## src/rtl/spike_event_queue.sv

```systemverilog
// Spike event queue: round-robin arbiter over neuron-core spike flags that
// packs {timestamp, CORE_ID, neuron index} events into a FIFO for a
// valid/ready consumer.
// Optional feature: define SEQ_EVT_COUNT_EN to enable the saturating push
// counter on evt_count; otherwise evt_count is tied to zero.
module spike_event_queue #(
  parameter int          NUM_NEURONS = 4,
  parameter int          DEPTH       = 8,
  parameter logic [7:0]  CORE_ID     = 8'h00
) (
  input  logic                   clk,
  input  logic                   rst_n,
  input  logic [NUM_NEURONS-1:0] spike_detected,
  output logic [NUM_NEURONS-1:0] spike_resolved,
  input  logic                   time_step,
  output logic                   pkt_valid,
  input  logic                   pkt_ready,
  output logic [31:0]            pkt_data,
  output logic                   fifo_full,
  output logic [15:0]            evt_count
);

  localparam int PW = (DEPTH > 1) ? $clog2(DEPTH) : 1;
  localparam int CW = PW + 1;

  logic [31:0]            mem_q [DEPTH];
  logic [PW-1:0]          wr_q, rd_q;
  logic [CW-1:0]          cnt_q, cnt_d;
  logic [15:0]            ts_q;
  logic [NUM_NEURONS-1:0] acked_q, acked_d;
  logic [NUM_NEURONS-1:0] ack_q, ack_d;
  logic [4:0]             rr_q, rr_d;

  logic                   full, push, pop;
  logic                   grant_vld;
  logic [4:0]             grant_idx;
  logic [4:0]             idx;
  logic [31:0]            elig_w;
  logic [31:0]            pkt_new;

  // Eligibility padded to 32 bits so the 5-bit search index never runs off the end.
  assign elig_w  = 32'(spike_detected & ~acked_q);
  assign full    = (cnt_q == CW'(DEPTH));
  assign push    = grant_vld;
  assign pop     = (cnt_q != '0) && pkt_ready;
  assign pkt_new = {ts_q, CORE_ID, 3'b000, grant_idx};

  // Round-robin search for the first eligible neuron starting at rr_q; no grant while full.
  always_comb begin
    grant_vld = 1'b0;
    grant_idx = '0;
    idx       = '0;
    if (!full) begin
      for (int k = 0; k < NUM_NEURONS; k++) begin
        idx = rr_q + 5'(k);
        if (idx >= 5'(NUM_NEURONS)) idx = idx - 5'(NUM_NEURONS);
        if (!grant_vld && elig_w[idx]) begin
          grant_vld = 1'b1;
          grant_idx = idx;
        end
      end
    end
  end

  // Next-state for occupancy, arbiter pointer, per-neuron ack state and the ack pulse.
  always_comb begin
    cnt_d   = cnt_q + CW'(push) - CW'(pop);
    rr_d    = rr_q;
    ack_d   = '0;
    if (grant_vld) begin
      rr_d  = (grant_idx == 5'(NUM_NEURONS - 1)) ? 5'd0 : grant_idx + 5'd1;
      ack_d = {{(NUM_NEURONS-1){1'b0}}, 1'b1} << grant_idx;
    end
    // A neuron stays ACKED while its flag is held and drops to IDLE once it is seen low.
    acked_d = (acked_q & spike_detected) | ack_d;
  end

  // Control state: pointers, occupancy, timestamp, arbiter and per-neuron state.
  always_ff @(posedge clk or negedge rst_n) begin
    if (!rst_n) begin
      wr_q    <= '0;
      rd_q    <= '0;
      cnt_q   <= '0;
      ts_q    <= '0;
      rr_q    <= '0;
      acked_q <= '0;
      ack_q   <= '0;
    end else begin
      if (push) wr_q <= wr_q + PW'(1);
      if (pop)  rd_q <= rd_q + PW'(1);
      cnt_q   <= cnt_d;
      if (time_step) ts_q <= ts_q + 16'd1;
      rr_q    <= rr_d;
      acked_q <= acked_d;
      ack_q   <= ack_d;
    end
  end

  // Event storage; payload needs no reset because valid is qualified by occupancy.
  always_ff @(posedge clk) begin
    if (push) mem_q[wr_q] <= pkt_new;
  end

`ifdef SEQ_EVT_COUNT_EN
  logic [15:0] evt_q;

  // Saturating count of accepted events.
  always_ff @(posedge clk or negedge rst_n) begin
    if (!rst_n) begin
      evt_q <= '0;
    end else if (push && (evt_q != 16'hFFFF)) begin
      evt_q <= evt_q + 16'd1;
    end
  end

  assign evt_count = evt_q;
`else
  assign evt_count = 16'h0000;
`endif

  assign pkt_valid      = (cnt_q != '0);
  assign pkt_data       = pkt_valid ? mem_q[rd_q] : 32'h0;
  assign fifo_full      = full;
  assign spike_resolved = ack_q;

endmodule

```

## config.mk

```make
export PLATFORM = sky130hd
export DESIGN_NAME = spike_event_queue
export DESIGN_NICKNAME = d
export VERILOG_FILES = /design/src/rtl/spike_event_queue.sv
export SDC_FILE = /design/constraint.sdc
export NUM_CORES = 1
export LEC_CHECK = 0
export ABC_CLOCK_PERIOD_IN_PS = 5850
export CORE_UTILIZATION = 45
export DETAILED_ROUTE_END_ITERATION = 12
export MAX_ROUTING_LAYER = met4
export SYNTH_ARGS = -nofsm -noshare
export SYNTH_HDL_FRONTEND = slang
export SYNTH_SLANG_ARGS = --single-unit
```

## constraint.sdc

```tcl
create_clock -name clk -period 5.85 [get_ports clk]
set_input_delay 1.4625 -clock clk [delete_from_list [all_inputs] [get_ports clk]]
set_output_delay 1.4625 -clock clk [all_outputs]
set_load 0.02 [all_outputs]
```

**Yosys cells after proc, flatten, opt, wreduce, memory -nomap -nowiden**

Memory sizes are Yosys's and may differ from the RTL's.
Cells that the tools add are included.

- Add/subtract/negate cells: 13
- Order comparisons: 8
- Equal/unequal tests: 2
- Shift-type cells: 1
- Muxes and demuxes: 34
- Bitwise gates (word level): 4
- Reduce and logical (&&, ||, !) cells: 8

Operators with widths:

| kind | count |
|---|---|
| 5-bit 2-to-1 mux | 14 |
| 4-bit by 32-bit AND with 32-bit output | 1 |
| 32-bit 2-to-1 mux | 1 |
| 4-bit NOT with 32-bit output | 1 |
| 5-bit by 6-bit less-than comparator with 1-bit output (second input constant) | 4 |
| 1-bit binary-select mux with 5-bit select | 4 |
| 5-bit by 3-bit greater-or-equal comparator with 1-bit output (second input constant) | 4 |
| 5-bit by 3-bit subtractor with 5-bit output (second input constant) | 4 |
| 16-bit by 1-bit adder with 16-bit output (second input constant) | 1 |
| 1-bit 2-to-1 mux | 14 |
| 5-bit by 1-bit adder with 5-bit output (second input constant) | 2 |
| 5-bit by 2-bit adder with 5-bit output (second input constant) | 2 |
| 3-bit by 1-bit adder with 3-bit output (second input constant) | 2 |
| 5-bit by 2-bit equality test with 1-bit output (second input constant) | 1 |
| 1-bit by 5-bit << shifter with 4-bit output (first input constant) | 1 |
| 4-bit by 1-bit adder with 4-bit output | 1 |
| 4-bit AND | 1 |
| 4-bit equality test (second input constant) | 1 |
| 1-bit logical AND | 4 |
| 4-bit 2-to-1 mux | 1 |
| 4-bit OR | 1 |
| 4-bit nonzero test | 1 |
| 4-bit by 1-bit subtractor with 4-bit output | 1 |
| 1-bit zero test | 3 |

- Flip-flop bits (word level): 39
- Bits in writable memories: 168
- Bits of input ports: 8
- Output and inout port bits: 54
- Word-level logic and storage cells: 78
- Memories kept: 1

Memory list:

| name | depth | bits a word | read ports | clocked after Yosys merged registers in | wr ports | RTL line | RTL |
|---|---|---|---|---|---|---|---|
| mem_q | 8 | 21 | 1 | 0 | 1 | 26 | `logic [31:0] mem_q [DEPTH];` |

**Longest topological paths before layout**

- Depth after elaboration: 22
- Depth in mapped cells: 18
- Mapped depth without buffers: 17

**Least setup slack after synthesis**

OpenSTA, ideal clock, no wires.

- Path type: input to register
- Start: input port spike_detected[3]
- End: memory mem_q[2][0] in the netlist's numbering, enable pin
- Library setup time: 0.460 ns
- Arrival: 4.636 ns
- Data required time: 5.390 ns
- Slack: 0.754 ns
- Cell stages on the path: 7
- Buffers on the path: 0
- Path through: and2b_1 -> mux2_2 -> nor2b_1 -> o21ai_0 -> a41oi_2 -> inv_2 -> nor4b_1

- Cells in the longest elaborated chain, start to end: 19
- Elaborated cells between the ends (all ways): 25
- Those cells by class: mux: 18; bitwise: 1; reduce/logical: 6

RTL lines:

| element | RTL line | RTL |
|---|---|---|
| start, declared | 13 | `input logic [NUM_NEURONS-1:0] spike_detected,` |
| 4-bit by 32-bit AND with 32-bit output * | 42 | `assign elig_w = 32'(spike_detected & ~acked_q);` |
| 1-bit binary-select mux with 5-bit select | 57 | `if (!grant_vld && elig_w[idx]) begin` |
| 1-bit 2-to-1 mux (implied by the code) | 57 |  |
| 1-bit 2-to-1 mux | 57 |  |
| 1-bit 2-to-1 mux | 53 | `if (!full) begin` |
| 1-bit zero test | 57 |  |
| 1-bit logical AND | 57 |  |
| 1-bit 2-to-1 mux | 57 |  |
| [... 3 more ...] | - |  |
| 1-bit 2-to-1 mux | 57 |  |
| 1-bit 2-to-1 mux | 53 |  |
| 1-bit zero test | 57 |  |
| 1-bit logical AND | 57 |  |
| 1-bit 2-to-1 mux * | 57 |  |
| 1-bit 2-to-1 mux * | 53 |  |
| 1-bit 2-to-1 mux * | 101 | `if (push) mem_q[wr_q] <= pkt_new;` |
| 1-bit 2-to-1 mux (implied by the code) * | 101 |  |
| end, declared | 26 |  |

Mark *: on every way between the ends. The rest lies on a longest branch, timed or not. The select of a mux whose other input is x is not followed.

**Worst setup path in the final report**

- Start: register rd_q[0]
- End: output port pkt_data[31]

- Cells in the longest elaborated chain, start to end: 2

RTL lines:

| element | RTL line | RTL |
|---|---|---|
| start, declared | 27 | `logic [PW-1:0] wr_q, rd_q;` |
| start signal, assigned | 90 | `if (pop) rd_q <= rd_q + PW'(1);` |
| memory 8 x 21 bit | - |  |
| 32-bit 2-to-1 mux | 122 | `assign pkt_data = pkt_valid ? mem_q[rd_q] : 32'h0;` |
| end, declared | 18 | `output logic [31:0] pkt_data,` |

Every way passes these cells.

==> results.py <==
metrics = {
    "timing": {
        "relSlewSlack_pct": 22.04,
        "setup_viol": 0,
        "fmax_mhz": 219.5,
        "fin_crit_sh_pct": 77.86,
        "fin_skew_ps": 16.95,
        "period_needed_ps": 4555,
        "finalMaxSlewViolations": 0,
        "final-hold-violation-count": 0,
        "fin_tns_setup_ps": 0,
        "worstMarginPinSlew_ps": 1169,
        "rsz0062_at_grt": "no",
        "setup_slack_ps": 1295,
    },
    "cts": {
        "numCtsBuffers": 22,
        "clk_latency_ps": 500,
        "clockRootBuffer": "clkbuf_16",
        "post_cts_resized": 0,
        "cts_hold_buf": 0,
        "clock-sinks": 207,
        "htreeDepth": 1,
        "tritoncts": "yes",
        "cts_setup_buffers": 0,
        "cts_buffer_depth": 3,
        "path_clk_slew_ps": 60,
    },
    "die": {
        "io_pins": 62,
        "die-area_um2": 20820,
        "die_w_um": 144.3,
        "rows": 51,
        "coreArea_um2": 19650,
        "start_util_pct": 46.36,
        "die_h_um": 144.3,
    },
    "placement": {
        "place.gp.congestion": 0.8200,
        "preCtsSetupSlack_ps": 1199,
        "hpwl_mm": 10.50,
        "io_buffers": 34,
    },
    "drt": {
        "route.detailed.drc": 0,
        "vias": 4626,
        "drt_iter0_drc": 275,
        "first_pass_iters": 4,
        "antenna_left": 0,
        "via_per_inst": 5.174,
        "wl_per_cell_um": 19.06,
        "wl_mm": 17.04,
    },
    "synth": {
        "netlist.area_leader.share_pct": 55.36,
        "synth_edf_count": 168,
        "yosysTopAreaCell": "edfxtp_1",
        "synthCells": 540,
        "synth_cell_types": 62,
        "ys_ff_latch": 207,
        "seq_area_frac_synth_pct": 66.07,
        "ys.flop_type": "edfxtp_1",
        "synth_most_common_cell": "edfxtp_1",
        "yosys-top-cells-area": "edfxtp_1, mux4_2, dfrtp_1",
        "async_flop_share_pct": 18.84,
        "ys.warnings.count": 0,
        "syn_area_um2": 9112,
        "synthTopCellsByCount": "edfxtp_1, mux4_2, dfrtp_1",
        "syn_avg_cell_area_um2": 16.87,
    },
    "power_and_ir_drop": {
        "p_comb_share_pct": 39.1,
        "p_int_w": 0.004137,
        "peakVddDrop_mv": 0.3988,
        "p_clk_share_pct": 20.2,
        "switching_share_pct": 34.96,
        "power.leakage_nw": 3.854,
        "p_sw_w": 0.002224,
        "power_density_nw_per_um2": 606.4,
        "power_frac_seq_pct": 40.7,
    },
    "cells_and_area": {
        "diodes": 0,
        "syn_to_final_growth_pct": 15.12,
        "drive_gt1_share_pct": 18.60,
        "nets": 647,
    },
    "setup_path": {
        "crit_buf_inv": 2,
        "crit_path_start_kind": "flip-flop",
        "slowest_stage": "dfrtp_2",
        "cp_max_fo": 24,
        "cp_data_required_time_ps": 4390,
        "arrival_ps": 3090,
        "slowest_delay_ps": 880,
        "r2r_start": "rr_q[1]",
        "r2r_end": "mem_q[7][0]",
        "reg2regPathDepth": 13,
        "cp_cell_sequence": "buf_12 > mux4_2 > mux2i_1 > nor2_1 > clkdlybuf4s50_1",
        "path_delay_family": "flip-flops",
        "path_class": "flip-flop to primary output",
        "r2r_setup_slack_ps": 1610,
        "cp_num_cells": 5,
        "endpoint_kind": "primary output",
    },
    "run": {
        "maxCapViolCount": 0,
    },
    "worst_hold_path": {
        "hp-class": "flip-flop to flip-flop",
        "hold_depth": 2,
        "min_to": "acked_q[2]",
        "hold_start": "acked_q[2]",
    },
    "grt": {
        "antenna_found_initial": 0,
        "grt_first_pass_wirelength_mm": 26.73,
        "grt_start_max_net_pins": 45,
        "grt_use_total_pct": 17.87,
        "grt.overflow.total": 0,
        "grt_pass1_vias": 4828,
    },
    "status": {
        "outcome": "completed",
    },
}
==> worst register-to-register path, delay by kind of cell, from the launching register on <==
kind            cells  cell delay [ps]
fa+ha+maj           2              470
compound gates      5             1120
flops               1              530
simple gates        2              820
buf+inv             2              590
xor+xnor            2              390
==> kinds of logic (layout without fill, tap and decap cells) <==
kind of cell               count (synthesis)  after routing  synth area share, %
AOI/OAI and AO/OA                         31             31                2.952
adders and majority gates                 26             26                3.652
xor gates and xnor gates                  31             31                3.131
other                                      1             51              0.04115
and+or+nand+nor                          107            107                6.138
muxes                                     71             71                13.91
DFF                                      207            207                66.07
buffers and inverters                     66            105                4.105
==> metal layers <==
metal | track usage (%) | share of wire [%] | vias to the layer above
met5 | - | 0 | -
met2 | 28.74 | 50 | 105
met1 | 24.47 | 46 | 2364
met4 | 4.044 | 1.6 | 0
li1 | - | - | 2136
met3 | 2.252 | 3.3 | 21
==> how the worst max path moves through the flow <==
stage / from / end / slack, ps
6_report: rd_q[0] / pkt_data[31] / 1290
5_1_grt: rd_q[0] / pkt_data[29] / 1090
4_1_cts: rd_q[0] / pkt_data[30] / 1200
3_5_place_dp: spike_detected[3] / mem_q[7][2] / 1200
3_3_place_gp: spike_detected[3] / mem_q[7][2] / 1290
2_1_floorplan: spike_detected[3] / mem_q[2][0] / 750
==> through the flow <==
step	instances	hold slack, ps	util [%]	instance area [µm²]	total power, W
3_5_place_dp	854	459.4	49.96	9818	0.005157
4_1_cts	894	475.9	53.37	10490	0.006460
5_1_grt	894	525.5	53.37	10490	0.006754
3_3_place_gp	854	465.6	49.96	9818	0.005069
6_report	894	470.5	53.37	10490	0.006361
2_1_floorplan	590	442.2	-	9300	0.004241
==> registers in the layout, indices dropped and copies added, names as in the netlist <==
name,cells
acked_q,4
wr_q,3
ts_q,16
spike_resolved,4
cnt_q,4
rr_q,5
rd_q,3
mem_q,168
==> placed cells by master, fill, tap and decap left out, types with 3 or more instances in the layout <==
| master | n |
|---|---|
| nand3_1 | 6 |
| o211ai_1 | 3 |
| mux4_2 | 44 |
| dfrtp_1 | 37 |
| nand2_1 | 25 |
| xor2_1 | 9 |
| buf_4 | 13 |
| nor2_1 | 30 |
| mux2i_1 | 22 |
| and2b_1 | 3 |
| inv_2 | 3 |
| nor2b_1 | 3 |
| and2_1 | 7 |
| clkbuf_16 | 22 |
| xnor2_1 | 21 |
| mux2_2 | 5 |
| clkinv_2 | 4 |
| clkdlybuf4s50_1 | 33 |
| nor4b_2 | 3 |
| inv_1 | 14 |
| o21ai_0 | 3 |
| nand4_1 | 7 |
| edfxtp_1 | 168 |
| conb_1 | 51 |
| clkinv_1 | 3 |
| ha_1 | 25 |
| a21oi_1 | 4 |
| clkbuf_1 | 8 |
==> area by class of cell <==
class                           instances  area, µm²
Multi-Input combinational cell        317       2947
Clock inverter                          9      77.57
Fill cell                            1651       9164
Clock buffer                           31      594.3
Tap cell                              265      331.6
Inverter                               17      63.81
Timing Repair Buffer                   48      452.9
Sequential cell                       207       6023
==> power by group through the flow <==
stage	clock [W]	sequential (W)	combinational, W
final	0.00129	0.00259	0.00249
after global routing	0.00137	0.00266	0.00272
after CTS	0.00132	0.00260	0.00254
after detailed placement	0	0.00263	0.00253
after global placement	0	0.00259	0.00248
after floorplan	0	0.00241	0.00183
(Power assumes the default switching activity.)
==> edit 1: new RTL, same settings <==
Add a define of `SEQ_EVT_COUNT_EN`.
--- a/src/rtl/spike_event_queue.sv
+++ b/src/rtl/spike_event_queue.sv
@@ -3,6 +3,8 @@
 // valid/ready consumer.
 // Optional feature: define SEQ_EVT_COUNT_EN to enable the saturating push
 // counter on evt_count; otherwise evt_count is tied to zero.
+`define SEQ_EVT_COUNT_EN
+
 module spike_event_queue #(
   parameter int          NUM_NEURONS = 4,
   parameter int          DEPTH       = 8,
Check against the original RTL: not equivalent (a bounded check fails within 4 cycles, from zero or initial values and one cycle with rst_n low).
==> edit 1 against the unedited design <==
Setup slack lost 0.22 ns. Cell count grew 11%. Maximum frequency shrank 4.6%. Clock skew shrank 0.0011 ns. Wire length grew 11%. Total power grew 11%. Register-to-register slack lost 0.53 ns. Sequential cell count grew 16. Global-route usage grew 0.52 points. Combinational power grew 12%. Worst hold slack gained 0.012 ns. Area after synthesis grew 7.6%. Design area grew 9.8%. Critical endpoint is now cnt_q[1].
==> edit 1: results (changes against the unedited design) <==
metric;value;unit;change
DP Wirelength;11.6;mm;+11%
beginning of the worst register-to-register path;rr_q[0];;
Largest Register;mem_q;;
Crit path largest cell delay;0.78;ns;-0.10 ns
R2R cell count;17;;+4
transition at the pin with the smallest max-transition slack;1.12;ns;-0.0462 ns
number of global-route vias before repair;5730;;+19%
Buffers on Ports;50;;+47%
Post-Synthesis Mean Instance Area;16.1;µm²;-4.9%
all-layer global routing usage;0.184;;+0.00521
share of layout cells above drive strength 1;0.169;;-0.0175
sequential area share after synthesis;0.655;;-0.00604
proportion of synthesized flip-flops having asynchronous set or reset;0.247;;+0.0582
vias;5334;;+15%
most frequent cells after synthesis;edfxtp_1 (168), dfrtp_1 (55), mux4_2 (43), nor2_1 (43), nand2_1 (29);;
first-pass GRT wire length;30.5;mm;+14%
outcome;complete, no violations;;
Static Leak;4.24;nW;+10%
Cell variety after synth;68;;+9.7%
R2R Path End;cnt_q[1];;
cells taking the most area after synthesis;edfxtp_1 (51%), dfrtp_1 (14%), mux4_2 (9.9%), ha_1 (3.3%), mux2i_1 (2.7%);;
pin count of the biggest net entering global routing;56;;+24%
placer's final routability congestion estimate;0.821;;+0.12%
Final Skew;0.0159;ns;-0.00108 ns
Iter 0 DRT Violations;285;;+3.6%
count of nets after finishing;735;;+14%
Hold Path Depth;1;;-1
FF-to-FF setup slack;1.08;ns;-0.53 ns
VDD IR-drop max;0.000307;V;-23%
arrival time at the worst endpoint;5.17;ns;+2.08 ns
routed len/inst;19.1;µm;about the same
Cell Count Post-Placement;949;;+11%
edit 1: cell types whose count changed after synthesis, moves of 5 or more:
cell | unedited run | this run
inv_1 | 14 | 19
buf_1 | 4 | 9
xor2_1 | 9 | 17
xnor2_1 | 21 | 27
nor2_1 | 31 | 43
dfrtp_1 | 39 | 55
buf_4 | 28 | 11
edit 1: where the power goes:
group	total (mW)	switching, mW	internal, mW
sequential	2.78	0.427	2.35
combinational	2.80	1.51	1.30
clock	1.45	0.587	0.868
total	7.04	2.52	4.52
edit 1: final cells by class:
type	instances	area, µm²	share of cell area
clock buffers	37	701	0.0608
clock inverters	7	62.6	0.00543
repair buffers	64	613	0.0532
flip-flops and latches	223	6420	0.558
multi-input cells	365	3290	0.286
well taps	275	344	0.0299
inverters	22	82.6	0.00717
edit 1: cell families (layout without fill, tap and decap cells):
| logic type | count (synthesis) | count (layout) | share of synthesized area |
|---|---|---|---|
| adders and majority gates | 27 | 27 | 0.0352 |
| AOI/OAI and AO/OA | 43 | 43 | 0.0339 |
| xor gates and xnor gates | 46 | 46 | 0.0434 |
| other | 1 | 35 | 0.000382 |
| muxes | 76 | 76 | 0.133 |
| and+or+nand+nor | 138 | 138 | 0.0719 |
| DFF | 223 | 223 | 0.655 |
| buffers and inverters | 57 | 130 | 0.0272 |
edit 1: metrics by stage:
step / util / setup slack (ns) / hold WS (ns) / area (µm²)
floorplan: - / 0.307 / 0.451 / 9940
global placement: 0.507 / 1.19 / 0.474 / 10800
detailed placement: 0.507 / 1.04 / 0.471 / 10800
CTS: 0.543 / 1.06 / 0.485 / 11500
global route: 0.543 / 0.684 / 0.513 / 11500
finish: 0.543 / 1.08 / 0.482 / 11500
edit 1: per-layer routing:
layer	wire length, µm	global-route usage
met1	8120	0.232
met2	9690	0.313
met3	741	0.0247
met4	374	0.0480
met5	0	-
==> edit 2: new RTL, same settings <==
Made on the original files. `rr_q` no longer has a reset.
--- a/src/rtl/spike_event_queue.sv
+++ b/src/rtl/spike_event_queue.sv
@@ -82,7 +82,6 @@
       rd_q    <= '0;
       cnt_q   <= '0;
       ts_q    <= '0;
-      rr_q    <= '0;
       acked_q <= '0;
       ack_q   <= '0;
     end else begin
@@ -90,10 +89,13 @@
       if (pop)  rd_q <= rd_q + PW'(1);
       cnt_q   <= cnt_d;
       if (time_step) ts_q <= ts_q + 16'd1;
-      rr_q    <= rr_d;
       acked_q <= acked_d;
       ack_q   <= ack_d;
     end
+  end
+
+  always_ff @(posedge clk) begin
+    rr_q <= rr_d;
   end
 
   // Event storage; payload needs no reset because valid is qualified by occupancy.
Function: changed (Yosys sat finds a counterexample within 4 cycles, from zero or initial values and one cycle with rst_n low).
==> edit 2 against the unedited design <==
Cell count up 1.7%. Area after synthesis up 1.6%. Sequential share of layout area down 1.2 points. Combinational power up 22%. Wire length up 1.7%. Clock power up 13%. Total power up 12%. Critical path type unchanged. First-iteration DRC count down 15%. Design area up 2.6%. Setup slack worse by 0.051 ns. Sequential cell count unchanged. Maximum frequency down 1.1%.
==> edit 2: results (changes against the unedited design) <==
metric;value;unit;change
FF-to-FF setup slack;1.60;ns;
Static Leak;3.97;nW;+2.9%
sequential area share after synthesis;0.653;;-0.00801
endpoint of the worst hold-timing path;cnt_q[0];;
EDFF count, synth;173;;+3.0%
arrival time at the worst endpoint;3.14;ns;+0.05 ns
most frequent cells after synthesis;edfxtp_1 (173), mux4_2 (47), dfrtp_1 (34);;
Final Skew;0.0208;ns;+0.00382 ns
share of layout cells above drive strength 1;0.188;;+0.00178
sum of met2 wire segment lengths after detailed routing;8.91;mm;+5.5%
biggest regs;mem_q x168, ts_q x16, rr_q x5;;
end point of the critical path;pkt_data[16];;
all-layer global routing usage;0.175;;-0.00361
Hold Crit Start;cnt_q[0];;
worst hold slack across all endpoints;0.514;ns;+0.0436 ns
max frequency;217;MHz;-1.1%
proportion of synthesized flip-flops having asynchronous set or reset;0.164;;-0.0242
vias;4802;;+3.8%
R2R Path End;cnt_q[2];;
buffer levels on the longest clock path;3;;unchanged
Area Growth Syn to Fin;16.2;%;
wire length reported by the detailed router;17.3;mm;+1.7%
Cell Count Post-Placement;869;;+1.8%
placer's final routability congestion estimate;0.835;;+1.9%
cells taking the most area after synthesis;edfxtp_1 (56%), mux4_2 (11%), dfrtp_1 (9.2%), ha_1 (3.4%), mux2i_1 (2.7%);;
R2R cell count;15;;+2
first-pass GRT wire length;27.7;mm;+3.6%
VDD IR-drop max;0.000315;V;-21%
number of filler cells placed in the layout;1620;;-1.9%
Slew HR;0.309;;+0.0884
outcome;complete, no violations;;
pin count of the biggest net entering global routing;35;;-22%
Hold Path Depth;1;;-1
non-filler cells, final;909;;+1.7%
post-synthesis instance total;548;;+1.5%
Post-Route M1 WL;7.56;mm;-2.8%
DP Wirelength;10.6;mm;+1.0%
beginning of the worst register-to-register path;rr_q[2];;
biggest fanout along the worst timing path;25;;+4.2%
post-placement worst setup slack;1.43;ns;+0.231 ns
global-route met3 utilization;0.0238;;+0.00131
number of global-route vias before repair;5020;;+4.0%
edit 2: cell families after synthesis:
| logic type | share of synthesized area |
|---|---|
| flops | 0.653 |
| simple gates | 0.0559 |
| mux | 0.146 |
| buf+inv | 0.0419 |
| compound gates | 0.0363 |
| xor+xnor | 0.0307 |
| fa+ha+maj | 0.0359 |
| other cells | 0.000405 |
edit 2: area by class of cell:
cell class,instances,area [µm²],area share
well taps,270,338,0.0314
clock buffers,25,583,0.0542
clock inverters,15,195,0.0181
repair buffers,48,453,0.0421
multi-input cells,326,3080,0.286
inverters,18,67.6,0.00628
flip-flops and latches,207,6050,0.562
edit 2: critical path, cell delays in order (launching register included):
cell	delay [ns]
dfrtp_2	0.96
buf_12	0.29
mux4_2	0.52
mux2i_1	0.21
nor2_1	0.07
clkdlybuf4s50_1	0.57
edit 2: where the power goes:
part	internal, mW	total [mW]	switching [mW]
clock	0.900	1.46	0.558
sequential	2.23	2.61	0.381
combinational	1.39	3.05	1.66
total	4.52	7.12	2.60
